[src/rtl/tl_txn_tracker.sv]
// ---------------------------------------------------------------------------
// tl_txn_tracker
//   TileLink A/D/E transaction tracker for a single link. It snoops the same
//   wires as the channel monitor and never drives the link itself.
//   - Frames A and D bursts: the beat count comes from opcode and size.
//     Registered first/last strobes follow each fired beat by one cycle.
//   - Keeps one table entry per source id. An A first beat allocates the
//     entry, and the D last beat retires it while reporting the latency.
//   - Counts Grants that have not yet been acknowledged on E.
//   - Flags protocol violations with a one-cycle error code and a sticky bit.
//
// Handshake: a beat transfers on a channel only in a cycle where valid and
// ready are both high at the rising clock edge. Valid without ready is a stall
// and is ignored entirely.
//
// Ports
//   clk, rst                     clock, synchronous active-high reset
//   a_valid/a_ready/a_opcode/a_size/a_source   channel A probe
//   d_valid/d_ready/d_opcode/d_size/d_source   channel D probe
//   e_valid/e_ready              channel E probe
//   a_first/a_last, d_first/d_last   registered burst framing strobes
//   txn_done/txn_source/txn_latency  completion pulse, source and latency
//                                    (source and latency read 0 when idle)
//   outstanding                  number of busy table entries
//   gack_pending                 Grants that are waiting for a GrantAck
//   err_valid/err_code/err_source    error pulse (code and source read 0 when idle)
//   err_sticky                   set by any error and cleared only by rst
// ---------------------------------------------------------------------------
module tl_txn_tracker #(
   parameter int SOURCE_W = 4,
   parameter int DATA_W   = 64,
   parameter int LAT_W    = 16,
   parameter int GACK_W   = 4
) (
   input  logic                clk,
   input  logic                rst,
   input  logic                a_valid,
   input  logic                a_ready,
   input  logic [2:0]          a_opcode,
   input  logic [3:0]          a_size,
   input  logic [SOURCE_W-1:0] a_source,
   input  logic                d_valid,
   input  logic                d_ready,
   input  logic [2:0]          d_opcode,
   input  logic [3:0]          d_size,
   input  logic [SOURCE_W-1:0] d_source,
   input  logic                e_valid,
   input  logic                e_ready,
   output logic                a_first,
   output logic                a_last,
   output logic                d_first,
   output logic                d_last,
   output logic                txn_done,
   output logic [SOURCE_W-1:0] txn_source,
   output logic [LAT_W-1:0]    txn_latency,
   output logic [SOURCE_W:0]   outstanding,
   output logic [GACK_W-1:0]   gack_pending,
   output logic                err_valid,
   output logic [2:0]          err_code,
   output logic [SOURCE_W-1:0] err_source,
   output logic                err_sticky
);

   localparam int NSRC   = 1 << SOURCE_W;
   localparam int LOG_BB = $clog2(DATA_W / 8);
   localparam int REM_W  = 16;   // holds beats-1 for size 15 at the smallest beat width

   localparam logic [2:0] ERR_A_SRC_BUSY    = 3'd1;
   localparam logic [2:0] ERR_D_SRC_IDLE    = 3'd2;
   localparam logic [2:0] ERR_D_OP_MISMATCH = 3'd3;
   localparam logic [2:0] ERR_BURST_BREAK   = 3'd4;
   localparam logic [2:0] ERR_E_UNEXPECTED  = 3'd5;
   localparam logic [2:0] ERR_GACK_OVF      = 3'd6;

   typedef enum logic {ST_IDLE, ST_BURST} burst_t;

   // Returns beats-1 for a message. Only data-carrying messages larger than one
   // beat span more than one beat.
   function automatic logic [REM_W-1:0] beats_m1(input logic data, input logic [3:0] size);
      logic [REM_W-1:0] r;
      r = '0;
      if (data && (int'(size) > LOG_BB))
         r = (REM_W'(1) << (int'(size) - LOG_BB)) - REM_W'(1);
      return r;
   endfunction

   // Reports whether a D opcode is a legal response to the recorded A opcode.
   function automatic logic d_op_ok(input logic [2:0] aop, input logic [2:0] dop);
      logic ok;
      case (aop)
         3'd0, 3'd1:       ok = (dop == 3'd0);
         3'd2, 3'd3, 3'd4: ok = (dop == 3'd1);
         3'd5:             ok = (dop == 3'd2);
         3'd6:             ok = (dop == 3'd4) || (dop == 3'd5);
         default:          ok = (dop == 3'd4);
      endcase
      return ok;
   endfunction

   // ---------------- A burst FSM ----------------
   burst_t                r_a_state, w_a_state_nx;
   logic [REM_W-1:0]      r_a_rem, w_a_rem_nx;
   logic [2:0]            r_a_op, w_a_op_nx;
   logic [SOURCE_W-1:0]   r_a_src, w_a_src_nx;
   logic                  w_a_fire, w_a_idle, w_a_first, w_a_last, w_a_break;
   logic [REM_W-1:0]      w_a_m1;

   assign w_a_fire  = a_valid & a_ready;
   assign w_a_idle  = (r_a_state == ST_IDLE);
   assign w_a_m1    = beats_m1(a_opcode <= 3'd3, a_size);
   assign w_a_first = w_a_fire & w_a_idle;
   // In BURST, the beat that takes the remaining count from 1 to 0 is the last beat.
   assign w_a_last  = w_a_fire & (w_a_idle ? (w_a_m1 == '0) : (r_a_rem == REM_W'(1)));
   assign w_a_break = w_a_fire & ~w_a_idle & ((a_opcode != r_a_op) | (a_source != r_a_src));

   always_comb begin
      w_a_state_nx = r_a_state;
      w_a_rem_nx   = r_a_rem;
      w_a_op_nx    = r_a_op;
      w_a_src_nx   = r_a_src;
      if (w_a_fire) begin
         if (w_a_idle) begin
            w_a_op_nx  = a_opcode;
            w_a_src_nx = a_source;
            w_a_rem_nx = w_a_m1;
            if (w_a_m1 != '0) w_a_state_nx = ST_BURST;
         end else begin
            w_a_rem_nx = r_a_rem - REM_W'(1);
            if (r_a_rem == REM_W'(1)) w_a_state_nx = ST_IDLE;
         end
      end
   end

   // ---------------- D burst FSM ----------------
   burst_t                r_d_state, w_d_state_nx;
   logic [REM_W-1:0]      r_d_rem, w_d_rem_nx;
   logic [2:0]            r_d_op, w_d_op_nx;
   logic [SOURCE_W-1:0]   r_d_src, w_d_src_nx;
   logic                  w_d_fire, w_d_idle, w_d_first, w_d_last, w_d_break;
   logic [REM_W-1:0]      w_d_m1;
   logic [2:0]            w_d_op_eff;
   logic [SOURCE_W-1:0]   w_d_src_eff;

   assign w_d_fire  = d_valid & d_ready;
   assign w_d_idle  = (r_d_state == ST_IDLE);
   assign w_d_m1    = beats_m1((d_opcode == 3'd1) || (d_opcode == 3'd5), d_size);
   assign w_d_first = w_d_fire & w_d_idle;
   assign w_d_last  = w_d_fire & (w_d_idle ? (w_d_m1 == '0) : (r_d_rem == REM_W'(1)));
   assign w_d_break = w_d_fire & ~w_d_idle & ((d_opcode != r_d_op) | (d_source != r_d_src));
   // The message identity is whatever its first beat carried.
   assign w_d_op_eff  = w_d_idle ? d_opcode : r_d_op;
   assign w_d_src_eff = w_d_idle ? d_source : r_d_src;

   always_comb begin
      w_d_state_nx = r_d_state;
      w_d_rem_nx   = r_d_rem;
      w_d_op_nx    = r_d_op;
      w_d_src_nx   = r_d_src;
      if (w_d_fire) begin
         if (w_d_idle) begin
            w_d_op_nx  = d_opcode;
            w_d_src_nx = d_source;
            w_d_rem_nx = w_d_m1;
            if (w_d_m1 != '0) w_d_state_nx = ST_BURST;
         end else begin
            w_d_rem_nx = r_d_rem - REM_W'(1);
            if (r_d_rem == REM_W'(1)) w_d_state_nx = ST_IDLE;
         end
      end
   end

   // ---------------- transaction table ----------------
   logic                  r_busy  [NSRC];
   logic [2:0]            r_op    [NSRC];
   logic [LAT_W-1:0]      r_start [NSRC];
   logic [LAT_W-1:0]      r_cnt;
   logic                  w_d_chk, w_d_idle_err, w_d_op_err, w_done, w_free_same;
   logic                  w_a_busy_err, w_alloc_new;
   logic [LAT_W-1:0]      w_lat;

   // ReleaseAck only gets framed, so it never touches the table.
   assign w_d_chk      = w_d_first & (d_opcode != 3'd6);
   assign w_d_idle_err = w_d_chk & ~r_busy[d_source];
   assign w_d_op_err   = w_d_chk & r_busy[d_source] & ~d_op_ok(r_op[d_source], d_opcode);
   assign w_done       = w_d_last & (w_d_op_eff != 3'd6) & r_busy[w_d_src_eff];
   assign w_lat        = r_cnt - r_start[w_d_src_eff];
   // A completion that frees the same source in the same cycle is treated as freeing it before the allocation.
   assign w_free_same  = w_done & (w_d_src_eff == a_source);
   assign w_a_busy_err = w_a_first & r_busy[a_source] & ~w_free_same;
   assign w_alloc_new  = w_a_first & ~(r_busy[a_source] & ~w_free_same);

   // ---------------- grant accounting ----------------
   logic                  w_g_inc, w_e_fire, w_e_unexp, w_g_ovf;
   logic [GACK_W-1:0]     w_gack_nx;

   assign w_g_inc  = w_d_first & ((d_opcode == 3'd4) || (d_opcode == 3'd5));
   assign w_e_fire = e_valid & e_ready;

   always_comb begin
      w_gack_nx = gack_pending;
      w_e_unexp = 1'b0;
      w_g_ovf   = 1'b0;
      if (w_g_inc && !w_e_fire) begin
         if (gack_pending == '1) w_g_ovf = 1'b1;
         else                    w_gack_nx = gack_pending + GACK_W'(1);
      end else if (w_e_fire && !w_g_inc) begin
         if (gack_pending == '0) w_e_unexp = 1'b1;
         else                    w_gack_nx = gack_pending - GACK_W'(1);
      end
   end

   // ---------------- error priority: lowest code wins ----------------
   logic [2:0]            w_err_code;
   logic [SOURCE_W-1:0]   w_err_src;

   always_comb begin
      w_err_code = 3'd0;
      w_err_src  = '0;
      if (w_a_busy_err) begin
         w_err_code = ERR_A_SRC_BUSY;    w_err_src = a_source;
      end else if (w_d_idle_err) begin
         w_err_code = ERR_D_SRC_IDLE;    w_err_src = d_source;
      end else if (w_d_op_err) begin
         w_err_code = ERR_D_OP_MISMATCH; w_err_src = d_source;
      end else if (w_a_break) begin
         w_err_code = ERR_BURST_BREAK;   w_err_src = a_source;
      end else if (w_d_break) begin
         w_err_code = ERR_BURST_BREAK;   w_err_src = d_source;
      end else if (w_e_unexp) begin
         w_err_code = ERR_E_UNEXPECTED;
      end else if (w_g_ovf) begin
         w_err_code = ERR_GACK_OVF;
      end
   end

   // ---------------- state and output registers ----------------
   always_ff @(posedge clk) begin
      if (rst) begin
         r_a_state <= ST_IDLE;  r_a_rem <= '0;  r_a_op <= '0;  r_a_src <= '0;
         r_d_state <= ST_IDLE;  r_d_rem <= '0;  r_d_op <= '0;  r_d_src <= '0;
         r_cnt <= '0;
         for (int i = 0; i < NSRC; i++) r_busy[i] <= 1'b0;
         a_first <= 1'b0;  a_last <= 1'b0;  d_first <= 1'b0;  d_last <= 1'b0;
         txn_done <= 1'b0;  txn_source <= '0;  txn_latency <= '0;
         outstanding <= '0;  gack_pending <= '0;
         err_valid <= 1'b0;  err_code <= 3'd0;  err_source <= '0;  err_sticky <= 1'b0;
      end else begin
         r_a_state <= w_a_state_nx;  r_a_rem <= w_a_rem_nx;
         r_a_op    <= w_a_op_nx;     r_a_src <= w_a_src_nx;
         r_d_state <= w_d_state_nx;  r_d_rem <= w_d_rem_nx;
         r_d_op    <= w_d_op_nx;     r_d_src <= w_d_src_nx;
         r_cnt     <= r_cnt + LAT_W'(1);
         // Free first, then allocate: on the same source, the later write wins.
         if (w_done)    r_busy[w_d_src_eff] <= 1'b0;
         if (w_a_first) r_busy[a_source]    <= 1'b1;
         a_first     <= w_a_first;
         a_last      <= w_a_last;
         d_first     <= w_d_first;
         d_last      <= w_d_last;
         txn_done    <= w_done;
         txn_source  <= w_done ? w_d_src_eff : '0;
         txn_latency <= w_done ? w_lat : '0;
         if (w_alloc_new && !w_done)      outstanding <= outstanding + (SOURCE_W+1)'(1);
         else if (w_done && !w_alloc_new) outstanding <= outstanding - (SOURCE_W+1)'(1);
         gack_pending <= w_gack_nx;
         err_valid    <= (w_err_code != 3'd0);
         err_code     <= w_err_code;
         err_source   <= w_err_src;
         err_sticky   <= err_sticky | (w_err_code != 3'd0);
      end
   end

   // Payload fields are only meaningful while busy, so they need no reset.
   always_ff @(posedge clk) begin
      if (w_a_first) begin
         r_op[a_source]    <= a_opcode;
         r_start[a_source] <= r_cnt;
      end
   end

endmodule

[config.mk]
export PLATFORM = sky130hd
export DESIGN_NAME = tl_txn_tracker
export DESIGN_NICKNAME = d
export VERILOG_FILES = /design/src/rtl/tl_txn_tracker.sv
export SDC_FILE = /design/constraint.sdc
export NUM_CORES = 1
export LEC_CHECK = 0
export ABC_CLOCK_PERIOD_IN_PS = 7200
export CAP_MARGIN = 20
export CORE_MARGIN = 3
export CORE_UTILIZATION = 35
export CTS_CLUSTER_DIAMETER = 200
export DETAILED_ROUTE_END_ITERATION = 7
export SYNTH_ARGS = -nofsm -noshare
export SYNTH_HDL_FRONTEND = slang
export SYNTH_SLANG_ARGS = --single-unit
export TNS_END_PERCENT = 10
[constraint.sdc]
create_clock -name clk -period 7.2 [get_ports clk]
set_clock_uncertainty 0.2 [all_clocks]
set_input_delay 1.8 -clock clk [delete_from_list [all_inputs] [get_ports clk]]
set_output_delay 1.8 -clock clk [all_outputs]
set_load 0.02 [all_outputs]
==> flow_metrics.env, run 1 <==
export IMPL_whs_endpoint="r_a_op[0]"
export IMPL_layout_drive_gt1_share=0.154
export IMPL_worstPathArrival_ps=6560
export IMPL_p_leak_nw=7.74
export IMPL_worst_slack_ps=930
export IMPL_num_vias=12300
export IMPL_r2r_end="txn_latency[12]"
export IMPL_drt_iter0_markers=916
export IMPL_overflow=0
export IMPL_fill_cells=4940
export IMPL_syn_avg_cell_area_um2=13.1
export IMPL_setup_viol=0
export IMPL_clk_latency_ps=590
export IMPL_core_area_um2=54000
export IMPL_viasPerCell=5.40
export IMPL_hp_class="reg2reg"
export IMPL_hold_violations=0
export IMPL_crit_path_end_kind="flop"
export IMPL_fmax_mhz=159
export IMPL_num_antenna_cells=0
export IMPL_wirelength_mm=47.2
export IMPL_period_minus_slack_ps=6270
export IMPL_ios=73
export IMPL_post_cts_resized=0
export IMPL_grt_start_max_net_pins=48
export IMPL_cts_buffers=45
export IMPL_synth_edff_count=304
export IMPL_die_area_um2=57600
export IMPL_max_slew_margin=0.374
export IMPL_grt_usage=0.165
export IMPL_dp_slack_ps=349
export IMPL_max_slew_worst_pin_slew_ps=938
export IMPL_ys_async_sr_fraction=0
export IMPL_ff2ff_path_depth=16
export IMPL_slew_viol_final=0
export IMPL_reg2reg_slack_ps=2300
export IMPL_cp_start_kind="input port"
export IMPL_synth_nets=1539
export IMPL_cts_root_buf="clkbuf_16"
export IMPL_power_density_nw_per_um2=255
export IMPL_timing_rr_start="r_d_state"
export IMPL_htree_levels=2
export IMPL_ys_ff_latch=427
export IMPL_synthCells=1467
export IMPL_rsz0062_at_grt="false"
export IMPL_firstDrtPassIters=5
export IMPL_final_core_util=0.414
export IMPL_crit_type="in2reg"
export IMPL_io_buffers=72
export IMPL_min_from="r_a_op[0]"
export IMPL_die_height_um=240
export IMPL_required_ps=7490
export IMPL_yosys_area_top_type="edfxtp_1"
export IMPL_die_w_um=240
export IMPL_num_rows=85
export IMPL_ys_types=73
export IMPL_wl_per_cell_um=20.7
export IMPL_clk_path_buf_depth=3
export IMPL_min_period_over_period=0.871
export IMPL_grt_first_pass_wirelength_mm=73.6
export IMPL_synth_yosys_seq_area_share=0.605
export IMPL_initial_core_util=0.355
export IMPL_path_clk_slew_ps=60
export IMPL_synth_top_area_share=0.477
export IMPL_final_nets=1625
export IMPL_cts_tree="yes"
export IMPL_path_max_fanout=11
export IMPL_yosysMostFrequentCell="edfxtp_1"
export IMPL_instances_no_fill=2285
export IMPL_yosysWarningCount=0
export IMPL_ant_nets=0
export IMPL_synth_ff_type="edfxtp_1"
export IMPL_syn_cell_area_um2=19200
export IMPL_drc_errors=0
export IMPL_ir_drop_mv=0.148
export IMPL_status="complete, no violations"
export IMPL_antenna_found_initial=0
export IMPL_clock_sinks=427
export IMPL_cts_hold_fix_buffers=0
export IMPL_synth_area_leaders="edfxtp_1 (48%), dfxtp_1 (13%), mux4_2 (9.6%), nand2_1 (3.3%), ha_1 (2.5%)"
export IMPL_grt_pass1_vias=12300
export IMPL_maxCapViolCount=0
export IMPL_syn2layout_area_growth_pct=16.6
export IMPL_postCtsSetupBuffers=0
export IMPL_final_setup_tns_ps=0
export IMPL_hpwlAfterDp_mm=29.7
export IMPL_place_congestion=0.853
export IMPL_yosys_top_cells_count="edfxtp_1 (304), nand2_1 (166), dfxtp_1 (123)"
export IMPL_whs_path_depth=2
export IMPL_place_inst=2202
==> registers in the layout (all words and copies together), names as in the netlist, 3 cells and up <==
register	flops
r_d_rem	16
r_start	256
err_code	3
r_busy	16
outstanding	5
txn_source	4
txn_latency	16
r_op	48
r_a_rem	16
r_cnt	16
r_d_src	4
r_a_src	4
gack_pending	4
err_source	4
r_a_op	3
r_d_op	3
==> how the worst max path moves through the flow <==
stage	start	endpoint	slack, ps	depth (start not counted)
2_1_floorplan	d_size[2]	outstanding[4]	980	21
3_3_place_gp	d_size[3]	outstanding[4]	460	20
3_5_place_dp	d_size[3]	outstanding[4]	350	20
4_1_cts	d_size[3]	outstanding[4]	950	20
5_1_grt	d_size[3]	outstanding[4]	620	20
6_report	d_size[3]	outstanding[4]	930	20
==> layer usage <==
layer,wire length (um),vias up,global-route usage
met5,0,-,0
met4,1250,0,0.0506
met3,2690,85,0.0327
met2,23000,349,0.277
met1,20300,6239,0.217
li1,-,5665,-
==> cells by family after synthesis <==
group           Yosys count  share of synthesized area
buf+inv                 116                     0.0243
fa+ha+maj                42                     0.0286
flops                   427                      0.605
xor+xnor                 83                     0.0383
mux                     109                      0.113
compound gates          229                     0.0799
simple gates            461                      0.110
==> report_power, final <==
group	total (mW)	internal, mW	switching [mW]
combinational	0.665	0.286	0.379
clock	2.33	1.34	0.990
sequential	2.71	2.66	0.0468
total	5.71	4.29	1.42
==> layout make-up <==
type	count	area, um2	share of cell area
clock inverters	33	353	0.0158
inverters	37	139	0.00622
repair buffers	118	1080	0.0482
multi-input cells	924	7170	0.321
flip-flops and latches	427	11600	0.519
well taps	696	871	0.0390
clock buffers	50	1140	0.0512
==> stage by stage <==
| step | hold slack, ps | power, mW | area, um2 |
|---|---|---|---|
| global placement | 254 | 3.41 | 20800 |
| CTS | 270 | 5.77 | 22300 |
| global route | 293 | 5.93 | 22300 |
| finish | 268 | 5.71 | 22300 |
| floorplan | 248 | 3.21 | 19200 |
| detailed placement | 260 | 3.42 | 20800 |
==> cells in the final DEF, fill, tap and decap left out, types with 9 or more instances in the layout <==
master / instances
nor2b_1: 12
edfxtp_1: 304
mux2i_1: 19
and3_1: 9
buf_4: 44
nor2_2: 10
dfxtp_1: 123
a22oi_1: 10
nand2b_1: 20
a21oi_1: 55
clkdlybuf4s50_1: 71
a211oi_1: 9
nor2_1: 112
nor3_1: 24
clkbuf_16: 45
inv_1: 36
nand3_1: 45
or3_1: 10
o21ai_0: 41
nand2_1: 166
xnor2_1: 37
mux4_2: 82
nor4_1: 11
o22ai_1: 18
ha_1: 39
xor2_1: 45
==> critical path: stages <==
cell	delay, ps
clkdlybuf4s50_1	560
inv_1	140
ha_1	280
nor2_1	160
a22oi_1	160
or3_1	420
ha_1	330
a2111oi_0	410
a31o_2	270
nand3_1	100
o21a_1	210
nor2_1	110
ha_1	200
inv_1	100
fa_1	410
a21o_1	170
a21oi_1	170
xnor2_1	90
or3_1	310
a21oi_1	140
(Power assumes the default switching activity.)
==> run 2: changes to the inputs <==
--- a/config.mk
+++ b/config.mk
@@ -7,7 +7,6 @@
 export LEC_CHECK = 0
 export ABC_CLOCK_PERIOD_IN_PS = 7200
 export CAP_MARGIN = 20
-export CORE_MARGIN = 3
 export CORE_UTILIZATION = 35
 export CTS_CLUSTER_DIAMETER = 200
 export DETAILED_ROUTE_END_ITERATION = 7
==> flow_metrics.env, run 2 (synthesized netlist as in run 1, its figures left out) <==
export IMPL_status="complete, no violations"
export IMPL_postLayoutCellArea_um2=22300
export IMPL_fill_cells=4936
export IMPL_final_common_cell="edfxtp_1"
export IMPL_period_minus_slack_ps=6240
export IMPL_wirelength_mm=46.2
export IMPL_setup_viol=0
export IMPL_die_area_um2=55700
export IMPL_grt_pass1_vias=12200
export IMPL_multi_input_area_um2=7170
export IMPL_path_clk_slew_ps=60
export IMPL_htree_levels=2
export IMPL_drc_errors=0
export IMPL_drt_iter0_markers=921
export IMPL_ir_drop_mv=0.148
export IMPL_cts_hold_fix_buffers=0
export IMPL_max_slew_margin=0.407
export IMPL_grt_start_max_net_pins=46
export IMPL_initial_core_util=0.355
export IMPL_crit_top_cell="ha_1"
export IMPL_worst_path_buf_inv=3
export IMPL_slew_viol_final=0
export IMPL_num_rows=85
export IMPL_maxCapViolCount=0
export IMPL_clk_path_buf_depth=3
export IMPL_power_total_mw=5.69
export IMPL_postCtsSetupBuffers=0
export IMPL_ant_nets=0
export IMPL_final_core_util=0.414
export IMPL_power_density_nw_per_um2=255
export IMPL_worstPathArrival_ps=6540
export IMPL_viasPerCell=5.37
export IMPL_cp_start_kind="input port"
export IMPL_num_antenna_cells=0
export IMPL_cpPeakStageDelay_ps=570
export IMPL_ios=73
export IMPL_num_vias=12200
export IMPL_largest_reg_flops=256
export IMPL_ff_latch_area_um2=11600
export IMPL_crit_slowest_cell="clkdlybuf4s50_1"
export IMPL_place_congestion=0.845
export IMPL_cts_tree="yes"
export IMPL_final_setup_tns_ps=0
export IMPL_p_leak_nw=7.72
export IMPL_cts_root_buf="clkbuf_16"
export IMPL_top_register="r_start"
export IMPL_die_height_um=236
export IMPL_grt_usage=0.165
export IMPL_rsz0062_at_grt="false"
export IMPL_clk_latency_ps=560
export IMPL_min_period_over_period=0.867
export IMPL_crit_type="in2reg"
export IMPL_cts_buffers=45
export IMPL_wl_per_cell_um=20.2
export IMPL_io_buffers=72
export IMPL_antenna_found_initial=1
export IMPL_max_slew_worst_pin_slew_ps=889
export IMPL_path_max_fanout=11
export IMPL_firstDrtPassIters=5
export IMPL_crit_path_cell_trace="clkdlybuf4s50_1, inv_1, ha_1, nand2_1, nand2_1, or3_1, ha_1, a2111oi_0, a31o_2, nand3_1, o21a_1, nor2_1, ha_1, inv_1, fa_1, a21o_1, a21oi_1, xnor2_1, or3_1, a21oi_1"
export IMPL_overflow=0
export IMPL_dpl_instance_area_um2=20800
export IMPL_clock_sinks=427
export IMPL_hpwlAfterDp_mm=29.0
export IMPL_hp_class="reg2reg"
export IMPL_syn2layout_area_growth_pct=16.4
export IMPL_die_w_um=236
export IMPL_layout_drive_gt1_share=0.151
export IMPL_grt_first_pass_wirelength_mm=71.5
export IMPL_reg_top3="r_start: 256 flops, r_op: 48 flops"
export IMPL_path_delay_family="compound AO/OA/AOI/OAI gates"
export IMPL_required_ps=7500
export IMPL_post_cts_resized=0
export IMPL_fmax_mhz=160
export IMPL_final_nets=1622
export IMPL_crit_path_end_kind="flop"
export IMPL_core_area_um2=53900
export IMPL_hold_violations=0
export IMPL_layout_common_cells="edfxtp_1 (304), nand2_1 (166), dfxtp_1 (123), nor2_1 (112), mux4_2 (82)"
run 2: path summary, 6_finish.rpt:
path	startpoint	to	slack [ps]	cells after the start
max	d_size[3]	outstanding[4]	960	20
min	r_a_op[2]	r_a_op[2]	270	2
max reg2reg	r_d_state	txn_latency[13]	2260	14
min reg2reg	r_a_op[2]	r_a_op[2]	270	2
run 2: cell type report:
cell class / count / area share
clock buffers: 59 / 0.0538
clock inverters: 23 / 0.0126
inverters: 37 / 0.00623
multi-input cells: 924 / 0.321
flip-flops and latches: 427 / 0.520
well taps: 696 / 0.0391
repair buffers: 115 / 0.0471
run 2: layer usage:
metal	global-route usage	part of all wire	vias to the layer above
met3	0.0273	0.058	83
met1	0.222	0.43	6150
met2	0.274	0.48	331
li1	-	-	5674
met4	0.0509	0.024	2
met5	0	0.00028	-
run 2: through the flow:
step / std cells / hold WS (ps) / worst slack, ps
floorplan: 1467 / 248 / 982
global placement: 2199 / 254 / 472
detailed placement: 2199 / 260 / 383
CTS: 2281 / 272 / 976
global route: 2281 / 297 / 617
finish: 2281 / 271 / 960
run 2: power breakdown:
group,switching [mW],internal (mW),leakage (nW)
Sequential,0.0455,2.66,3.80
Clock,0.958,1.37,0.713
Combinational,0.376,0.285,3.21
Total,1.38,4.31,7.72
run 2: worst register-to-register path: stages, from the launching register on:
cell	delay, ps
dfxtp_1	620
mux2_4	630
buf_4	400
mux4_2	540
nand2_1	80
nand2_1	60
o21ai_0	250
ha_1	300
nor3_1	100
a2111oi_0	710
o31ai_1	260
o21bai_1	300
a21oi_1	130
xor2_1	150
nor2_1	60
